[config.mk]
export PLATFORM = sky130hd
export DESIGN_NAME = spi_reg_responder_flat
export DESIGN_NICKNAME = d
export VERILOG_FILES = /design/src/rtl/spi_reg_responder_if.sv /design/src/rtl/spi_reg_responder.sv /design/src/flat_wrapper.sv
export SDC_FILE = /design/constraint.sdc
export NUM_CORES = 1
export LEC_CHECK = 0
export BUFFER_PORTS_ARGS = -buffer_cell sky130_fd_sc_hd__buf_2
export CAP_MARGIN = 10
export CORE_MARGIN = 2
export CORE_UTILIZATION = 52
export CTS_CLUSTER_DIAMETER = 40
export DETAILED_ROUTE_END_ITERATION = 6
export GPL_TIMING_DRIVEN = 0
export PLACE_DENSITY = 0.68
export RECOVER_POWER = 25
export SYNTH_ARGS = -nofsm -noshare
export SYNTH_HDL_FRONTEND = slang
export SYNTH_SLANG_ARGS = --single-unit
[constraint.sdc]
create_clock -name clk -period 12.6 [get_ports clk]
set_input_delay 1.89 -clock clk [delete_from_list [all_inputs] [get_ports clk]]
set_output_delay 1.89 -clock clk [all_outputs]
set_load 0.02 [all_outputs]
[src/rtl/spi_reg_responder_if.sv]
`default_nettype none
// ============================================================================
// Module  : spi_reg_responder_if
// Brief   : SPI pins, local register read port and write-notify bundle for
//           spi_reg_responder.
// Revision: 1.0 - initial release
// ============================================================================
interface spi_reg_responder_if;
    logic       spi_sclk;
    logic       spi_mosi;
    logic       spi_ss_n;
    logic       spi_miso;
    logic [7:0] status_in;
    logic [4:0] reg_rd_addr;
    logic [7:0] reg_rd_data;
    logic       wr_strobe;
    logic [4:0] wr_addr;
    logic [7:0] wr_data;
    logic       frame_err;

    modport master (
        output spi_sclk, spi_mosi, spi_ss_n, status_in, reg_rd_addr,
        input  spi_miso, reg_rd_data, wr_strobe, wr_addr, wr_data, frame_err
    );

    modport slave (
        input  spi_sclk, spi_mosi, spi_ss_n, status_in, reg_rd_addr,
        output spi_miso, reg_rd_data, wr_strobe, wr_addr, wr_data, frame_err
    );
endinterface
`default_nettype wire

[src/rtl/spi_reg_responder.sv]
`default_nettype none
// ============================================================================
// Module  : spi_reg_responder
// Brief   : SPI mode-0 slave exposing a 32 x 8-bit register file with
//           MAX3421E-style command framing. Optional macro
//           SPI_REG_AUTOINC_EN auto-increments the address per data byte.
// Revision: 1.0 - initial release
// ============================================================================
module spi_reg_responder #(
    parameter int SYNC_STAGES = 2,
    parameter int NREGS       = 32
) (
    input  wire logic           clk,
    input  wire logic           rst,
    spi_reg_responder_if.slave  bus
);

    localparam int c_ADDR_W = 5;

    typedef enum logic [1:0] {
        S_IDLE = 2'd0,
        S_CMD  = 2'd1,
        S_WR   = 2'd2,
        S_RD   = 2'd3
    } state_t;

    logic [SYNC_STAGES-1:0] r_sclk_sync;
    logic [SYNC_STAGES-1:0] r_mosi_sync;
    logic [SYNC_STAGES-1:0] r_ss_sync;
    logic                   r_sclk_d;
    logic                   r_ss_d;
    logic                   r_armed;

    state_t                 r_state;
    logic [2:0]             r_bit_cnt;
    logic [6:0]             r_rx;
    logic [7:0]             r_tx;
    logic [c_ADDR_W-1:0]    r_addr;
    logic [7:0]             r_regs [NREGS];

    logic                   r_miso;
    logic                   r_wr_strobe;
    logic [c_ADDR_W-1:0]    r_wr_addr;
    logic [7:0]             r_wr_data;
    logic                   r_frame_err;

    logic                   w_sclk;
    logic                   w_mosi;
    logic                   w_ss_n;
    logic                   w_sclk_rise;
    logic                   w_sclk_fall;
    logic                   w_ss_fall;
    logic                   w_ss_rise;
    logic [7:0]             w_byte;
    logic                   w_last_bit;
    logic [c_ADDR_W-1:0]    w_next_addr;
    logic [7:0]             w_cmd_rd_data;
    logic [7:0]             w_next_rd_data;

    assign w_sclk      = r_sclk_sync[SYNC_STAGES-1];
    assign w_mosi      = r_mosi_sync[SYNC_STAGES-1];
    assign w_ss_n      = r_ss_sync[SYNC_STAGES-1];
    assign w_sclk_rise =  w_sclk & ~r_sclk_d;
    assign w_sclk_fall = ~w_sclk &  r_sclk_d;
    // A frame may only start once ss_n has been seen high since reset.
    assign w_ss_fall   =  r_ss_d & ~w_ss_n & r_armed;
    assign w_ss_rise   = ~r_ss_d &  w_ss_n;

    assign w_byte     = {r_rx, w_mosi};
    assign w_last_bit = (r_bit_cnt == 3'd7);

`ifdef SPI_REG_AUTOINC_EN
    assign w_next_addr = r_addr + 5'd1;
`else
    assign w_next_addr = r_addr;
`endif

    assign w_cmd_rd_data  = r_regs[w_byte[7:3]];
    assign w_next_rd_data = r_regs[w_next_addr];

    assign bus.spi_miso    = r_miso;
    assign bus.wr_strobe   = r_wr_strobe;
    assign bus.wr_addr     = r_wr_addr;
    assign bus.wr_data     = r_wr_data;
    assign bus.frame_err   = r_frame_err;
    assign bus.reg_rd_data = r_regs[bus.reg_rd_addr];

    always_ff @(posedge clk or posedge rst) begin
        if (rst) begin
            // ss_n sync resets low so a select held low across reset never
            // looks like a fresh falling edge.
            r_sclk_sync <= '0;
            r_mosi_sync <= '0;
            r_ss_sync   <= '0;
            r_sclk_d    <= 1'b0;
            r_ss_d      <= 1'b0;
            r_armed     <= 1'b0;
            r_state     <= S_IDLE;
            r_bit_cnt   <= 3'd0;
            r_rx        <= '0;
            r_tx        <= '0;
            r_addr      <= '0;
            r_miso      <= 1'b0;
            r_wr_strobe <= 1'b0;
            r_wr_addr   <= '0;
            r_wr_data   <= '0;
            r_frame_err <= 1'b0;
            for (int i = 0; i < NREGS; i++) begin
                r_regs[i] <= '0;
            end
        end else begin
            r_sclk_sync <= {r_sclk_sync[SYNC_STAGES-2:0], bus.spi_sclk};
            r_mosi_sync <= {r_mosi_sync[SYNC_STAGES-2:0], bus.spi_mosi};
            r_ss_sync   <= {r_ss_sync[SYNC_STAGES-2:0], bus.spi_ss_n};
            r_sclk_d    <= w_sclk;
            r_ss_d      <= w_ss_n;
            r_armed     <= r_armed | w_ss_n;
            r_wr_strobe <= 1'b0;
            r_frame_err <= 1'b0;

            case (r_state)
                S_IDLE: begin
                    r_miso <= 1'b0;
                    if (w_ss_fall) begin
                        r_tx      <= bus.status_in;
                        r_miso    <= bus.status_in[7];
                        r_bit_cnt <= 3'd0;
                        r_state   <= S_CMD;
                    end
                end
                default: begin
                    if (w_ss_rise) begin
                        r_state   <= S_IDLE;
                        r_miso    <= 1'b0;
                        r_bit_cnt <= 3'd0;
                        if (r_bit_cnt != 3'd0) begin
                            r_frame_err <= 1'b1;
                        end
                    end else if (w_sclk_rise) begin
                        r_rx      <= w_byte[6:0];
                        r_bit_cnt <= r_bit_cnt + 3'd1;
                        if (w_last_bit) begin
                            case (r_state)
                                S_CMD: begin
                                    r_addr <= w_byte[7:3];
                                    if (w_byte[1]) begin
                                        r_state <= S_WR;
                                        r_tx    <= '0;
                                        r_miso  <= 1'b0;
                                    end else begin
                                        r_state <= S_RD;
                                        r_tx    <= w_cmd_rd_data;
                                        r_miso  <= w_cmd_rd_data[7];
                                    end
                                end
                                S_WR: begin
                                    r_regs[r_addr] <= w_byte;
                                    r_wr_strobe    <= 1'b1;
                                    r_wr_addr      <= r_addr;
                                    r_wr_data      <= w_byte;
                                    r_addr         <= w_next_addr;
                                end
                                default: begin
                                    r_tx   <= w_next_rd_data;
                                    r_miso <= w_next_rd_data[7];
                                    r_addr <= w_next_addr;
                                end
                            endcase
                        end
                    end else if (w_sclk_fall && (r_bit_cnt != 3'd0)) begin
                        // The fall after the 8th rise keeps the freshly loaded MSB.
                        r_tx   <= {r_tx[6:0], 1'b0};
                        r_miso <= r_tx[6];
                    end
                end
            endcase
        end
    end

endmodule
`default_nettype wire

[src/flat_wrapper.sv]
// flat-port wrapper written by rule: the top's interface ports become plain ports
module spi_reg_responder_flat 
#(
    parameter int SYNC_STAGES = 2,
    parameter int NREGS       = 32
)
  (clk, rst, bus_spi_sclk, bus_spi_mosi, bus_spi_ss_n, bus_status_in, bus_reg_rd_addr, bus_spi_miso, bus_reg_rd_data, bus_wr_strobe, bus_wr_addr, bus_wr_data, bus_frame_err);
  spi_reg_responder_if bus_i ();
  input  wire logic clk;
  input  wire logic rst;
  input wire logic [$bits(bus_i.spi_sclk)-1:0] bus_spi_sclk;
  input wire logic [$bits(bus_i.spi_mosi)-1:0] bus_spi_mosi;
  input wire logic [$bits(bus_i.spi_ss_n)-1:0] bus_spi_ss_n;
  input wire logic [$bits(bus_i.status_in)-1:0] bus_status_in;
  input wire logic [$bits(bus_i.reg_rd_addr)-1:0] bus_reg_rd_addr;
  output wire logic [$bits(bus_i.spi_miso)-1:0] bus_spi_miso;
  output wire logic [$bits(bus_i.reg_rd_data)-1:0] bus_reg_rd_data;
  output wire logic [$bits(bus_i.wr_strobe)-1:0] bus_wr_strobe;
  output wire logic [$bits(bus_i.wr_addr)-1:0] bus_wr_addr;
  output wire logic [$bits(bus_i.wr_data)-1:0] bus_wr_data;
  output wire logic [$bits(bus_i.frame_err)-1:0] bus_frame_err;
  assign bus_i.spi_sclk = bus_spi_sclk;
  assign bus_i.spi_mosi = bus_spi_mosi;
  assign bus_i.spi_ss_n = bus_spi_ss_n;
  assign bus_i.status_in = bus_status_in;
  assign bus_i.reg_rd_addr = bus_reg_rd_addr;
  assign bus_spi_miso = bus_i.spi_miso;
  assign bus_reg_rd_data = bus_i.reg_rd_data;
  assign bus_wr_strobe = bus_i.wr_strobe;
  assign bus_wr_addr = bus_i.wr_addr;
  assign bus_wr_data = bus_i.wr_data;
  assign bus_frame_err = bus_i.frame_err;
  spi_reg_responder #(.SYNC_STAGES(SYNC_STAGES), .NREGS(NREGS)) u_core (.clk(clk), .rst(rst), .bus(bus_i));
endmodule
* Word-level counts from Yosys, hierarchy flattened
Index checks and enable logic that the tools add are counted.
** Storage, ports and cells
- Register bits :: 305
- Input port bits :: 18
- Output and inout port bits :: 24
- Logic and storage cells :: 140
** Operators by class
- Add/subtract/negate cells :: 1
- Order comparisons :: 4
- Equal/unequal tests :: 9
- Multiplexer cells :: 47
- Bitwise operators :: 15
- Reductions and logical operators :: 16
** Operator list (count)
- 256-bit bitwise mux :: 1
- 8-bit binary-select mux with 5-bit select :: 3
- 8-bit 2-to-1 mux :: 7
- 7-bit 2-to-1 mux :: 7
- 8-bit demux with 5-bit select :: 1
- 6-bit >= comparator (second input constant) :: 3
- 5-bit inverter with 6-bit output :: 3
- 1-bit 2-to-1 mux :: 16
- 5-bit AND reduction :: 3
- 3-bit nonzero test :: 5
- 7-bit case mux with 2 select lines :: 1
- 2-bit 2-to-1 mux :: 6
- 3-bit 2-to-1 mux :: 4
- 4-bit != test (second input constant) :: 2
- 6-bit by 1-bit less-than comparator with 1-bit output (second input constant) :: 1
- 3-bit != test (second input constant) :: 2
- 1-bit inverter :: 6
- 3-bit AND reduction :: 2
- 1-bit AND :: 5
- 4-bit AND reduction :: 1
- 4-bit nonzero test :: 1
- 3-bit by 1-bit adder with 3-bit output (second input constant) :: 1
- 3-bit == test (second input constant) :: 1
- 2-bit by 1-bit == test with 1-bit output (second input constant) :: 1
- 8 further kinds :: 9

* Depth between registers and ports, before layout
- Word-level depth :: 10
- Gate-level depth with buffers :: 11
- Depth with buffers taken out :: 8

* Worst setup path after synthesis
Ideal clock, no wire load.
- Path type :: input port to output port
- Start :: input port bus_reg_rd_addr[1]
- End :: output port bus_reg_rd_data[0]
- Arrival time :: 4.161 ns
- Required time :: 10.710 ns
- Setup slack :: 6.549 ns
- Stages :: 6
- Path buffers :: 3
- Cell sequence :: clkbuf_1 > clkbuf_1 > clkbuf_1 > mux4_2 > mux4_2 > mux2_2
** Between the ends
- Longest elaborated chain between the ends :: 4
** RTL lines
- start, declared :: line flat_wrapper.sv:15 : input wire logic [$bits(bus_i.reg_rd_addr)-1:0] bus_reg_rd_addr;
- 5-bit inverter with 6-bit output (not written as such) :: line spi_reg_responder.sv:86 : assign bus.reg_rd_data = r_regs[bus.reg_rd_addr];
- 8-bit binary-select mux with 5-bit select :: line spi_reg_responder.sv:86
- 8-bit 2-to-1 mux (not written as such) (2 in series) :: line spi_reg_responder.sv:86
- end, declared :: line flat_wrapper.sv:17 : output wire logic [$bits(bus_i.reg_rd_data)-1:0] bus_reg_rd_data;
Every way passes these cells. The select of a mux whose other input is x is not followed.

* Worst setup path in the final report
- Start :: input port bus_reg_rd_addr[1]
- End :: output port bus_reg_rd_data[1]
Same word-level chain as after synthesis.

==> run summary <==
vias in the first global route = 13,619
share of layout cells above drive strength 1 = 0.439
die area = 0.0360 mm^2
largest net degree at the start of global routing = 129
Worst EP required = 10,710 ps
critical path launch point type = input port
WL/cell = 34.8 um
CTS hold repair buffers = 0
Clock Skews = 18.6 ps
asr flop ratio synth = 1.00
crit-path leading delay family = buffers and inverters
Overall Power = 3.15 mW
EDFF count, synth = 0
GR met2 Demand/Resource = 0.521
CP max-delay cell = clkbuf_1
DIE HEIGHT = 190 um
Setup CP Type = input port to primary output
detailed placement HPWL = 47,000 um
VDD IR max = 0.000102 V
worst path bufs/invs = 4
RSZ-0062 raised after global routing = false
first-pass GRT wire length = 95,500 um
most frequent cells in the layout = 313 x mux2_2, 305 x dfrtp_1, 146 x mux4_2, 111 x mux2i_1, 71 x clkbuf_1
DRT iter0 DRCs = 2,161
cell mode on critical path = clkbuf_1
ANT cells = 0
syn nets = 1,336
CTS tree = yes
GRT Residual Overflow = 0
total CTS buffers = 49
Pleak = 8.77 nW
critical-path cell list = clkbuf_1 > clkbuf_1 > clkbuf_1 > mux4_2 > mux4_2 > mux2_2 > buf_2
GR Layer Usage met3 = 0.126
met1 usage = 0.513
Pins Over Slew Limit = 112
status = complete, but fails checks
Synth Instances = 1,315
# clock sinks = 305
Clock Root Buffer = clkbuf_16
Unique masters post-synth = 47
Core Footprint = 0.0343 mm^2
CTS max path bufs = 3
most common cell after layout, fill and taps aside = mux2_2
Max Clock Freq = 131 MHz
gr usage total = 0.374
CP Data Arrival Time = 5770 ps
setup bufs post-CTS = 0
Row Count = 68
wirelength, routed = 66,000 um
largest cells by area after synthesis = dfrtp_1 42%, mux2_2 20%, mux4_2 18%
crit path time final = 7660 ps
HP Class = flip-flop to flip-flop
max_cap viols = 2
number of gates resized after CTS = 0
Layout fillers = 2,717
Worst setup EP type = primary output
Starting Density = 0.524
sequential element share of the synthesized area = 0.425
GR peak layer = met2
antenna-violating nets left = 0
Yosys warning count = 0
drt pass-1 iters = 6
Setup-failing EPs final = 0
final hold vios = 0
Worst Tran Pin Value = 4720 ps
Tcrit/Tclk final = 0.608
I/O Buffers = 36
Clock transition at path regs = 50 ps
# IOs = 42
Synth Area per Inst = 13.7 um^2
Nets = 1,430
DIE WIDTH = 190 um
clk_lat worst skew = 580 ps
post-synthesis cell area = 0.0180 mm^2
Layout Area Growth over Synthesis = 13.8%
DR DRC count = 0
initial antenna violation count = 0
total number of vias = 13,903
vias per cell = 7.32
crit-path max cell delay = 1000 ps
failing checks = max-capacitance violations, max-slew violations
worst-path fanout max = 10
Synth top area share = 0.425
post-route design area = 0.0204 mm^2
cell accounting for the most synthesized area = dfrtp_1
Power Dens Cells = 154 mW/mm^2
Top FF cell, synth = dfrtp_1
Final Wtd Congestion = 1.04
placed inst area = 0.0188 mm^2
#FFs+latches synth = 305
H-tree levels = 2
max_slew headroom = -2.16
per-stage QoR:
stage          setup slack (ps)  setup TNS, ps  hold slack, ps  std cells   util
2_1_floorplan              2280              0             331       1315      -
3_3_place_gp              -1180        -348530             334       1806  0.546
3_5_place_dp               5160              0             342       1812  0.550
4_1_cts                    5130              0             354       1899  0.596
5_1_grt                    4990              0             360       1900  0.596
6_report                   4940              0             352       1900  0.596
cell usage after synthesis, types with 2 or more instances:
master and number:
nor3_4 4, nand4b_1 3, inv_1 6, o22a_1 6, a21oi_1 14, mux2_2 313
a41o_1 5, buf_2 25, o22ai_1 65, buf_4 3, dfrtp_1 305, nor2b_1 13
a211oi_1 3, mux4_2 146, clkbuf_1 66, buf_1 15, a41oi_1 5, a221oi_1 8
o21ai_0 11, or2_2 3, nand4_1 2, o32ai_1 2, nand2b_1 8, or3_1 3
o211ai_1 6, nor4_1 3, a31oi_1 3, nand3b_1 6, nand3_1 15, nor2_1 35
ha_1 3, nor2_2 5, nor2_4 5, or4_1 5, nor3_1 7, nand2_1 67
mux2i_1 111
per-layer routing:
| layer | wire length, um | share of wire |
|---|---|---|
| met5 | 42 | 0.00064 |
| met4 | 4240 | 0.064 |
| met3 | 8980 | 0.14 |
| met2 | 27900 | 0.42 |
| met1 | 24900 | 0.38 |
path summary, 6_finish.rpt:
path | startpoint | to | slack (ps) | cells after the start
worst min register to register | u_core.r_mosi_sync[0]$_DFF_PP0_ | u_core.r_mosi_sync[1]$_DFF_PP0_ | 350 | 0
worst min-delay path | u_core.r_mosi_sync[0]$_DFF_PP0_ | u_core.r_mosi_sync[1]$_DFF_PP0_ | 350 | 0
worst max register to register | u_core.r_sclk_sync[1]$_DFF_PP0_ | u_core.r_regs[132]$_DFFE_PP0P_ | 8780 | 10
max in group asynchronous | rst | u_core.r_regs[250]$_DFFE_PP0P_ | 7670 | 4
worst max-delay path | bus_reg_rd_addr[1] | bus_reg_rd_data[1] | 4940 | 7
min in group asynchronous | rst | u_core.r_regs[39]$_DFFE_PP0P_ | 2740 | 2
logic make-up after synthesis:
logic type      synth area share
mux                        0.441
flops                      0.425
buf+inv                   0.0272
fa+ha+maj                0.00209
simple gates              0.0545
compound gates            0.0500
power breakdown:
group	leakage (nW)	internal, mW	switching (mW)	total (mW)
Sequential	4.21	1.01	0.0319	1.04
Clock	0.777	0.796	0.524	1.32
Combinational	3.78	0.217	0.575	0.792
layout make-up:
class | count | area, um^2 | share of cell area
multi-input combinational | 893 | 9840 | 0.481
tap | 455 | 569 | 0.0279
buffer | 110 | 459 | 0.0225
timing repair buffer | 43 | 319 | 0.0156
sequential | 305 | 7630 | 0.373
clock buffer | 57 | 1310 | 0.0639
inverter | 7 | 27.5 | 0.00135
clock inverter | 30 | 287 | 0.0140
state kept, by name, indices dropped and copies added, names as in the netlist, 2 cells and up:
| signal | cells |
|---|---|
| u_core.bus.wr_addr | 5 |
| u_core.bus.wr_data | 8 |
| u_core.r_addr | 5 |
| u_core.r_bit_cnt | 3 |
| u_core.r_mosi_sync | 2 |
| u_core.r_regs | 256 |
| u_core.r_rx | 7 |
| u_core.r_sclk_sync | 2 |
| u_core.r_ss_sync | 2 |
| u_core.r_state | 2 |
| u_core.r_tx | 7 |
Note: power is estimated with default switching activity, not from simulation.
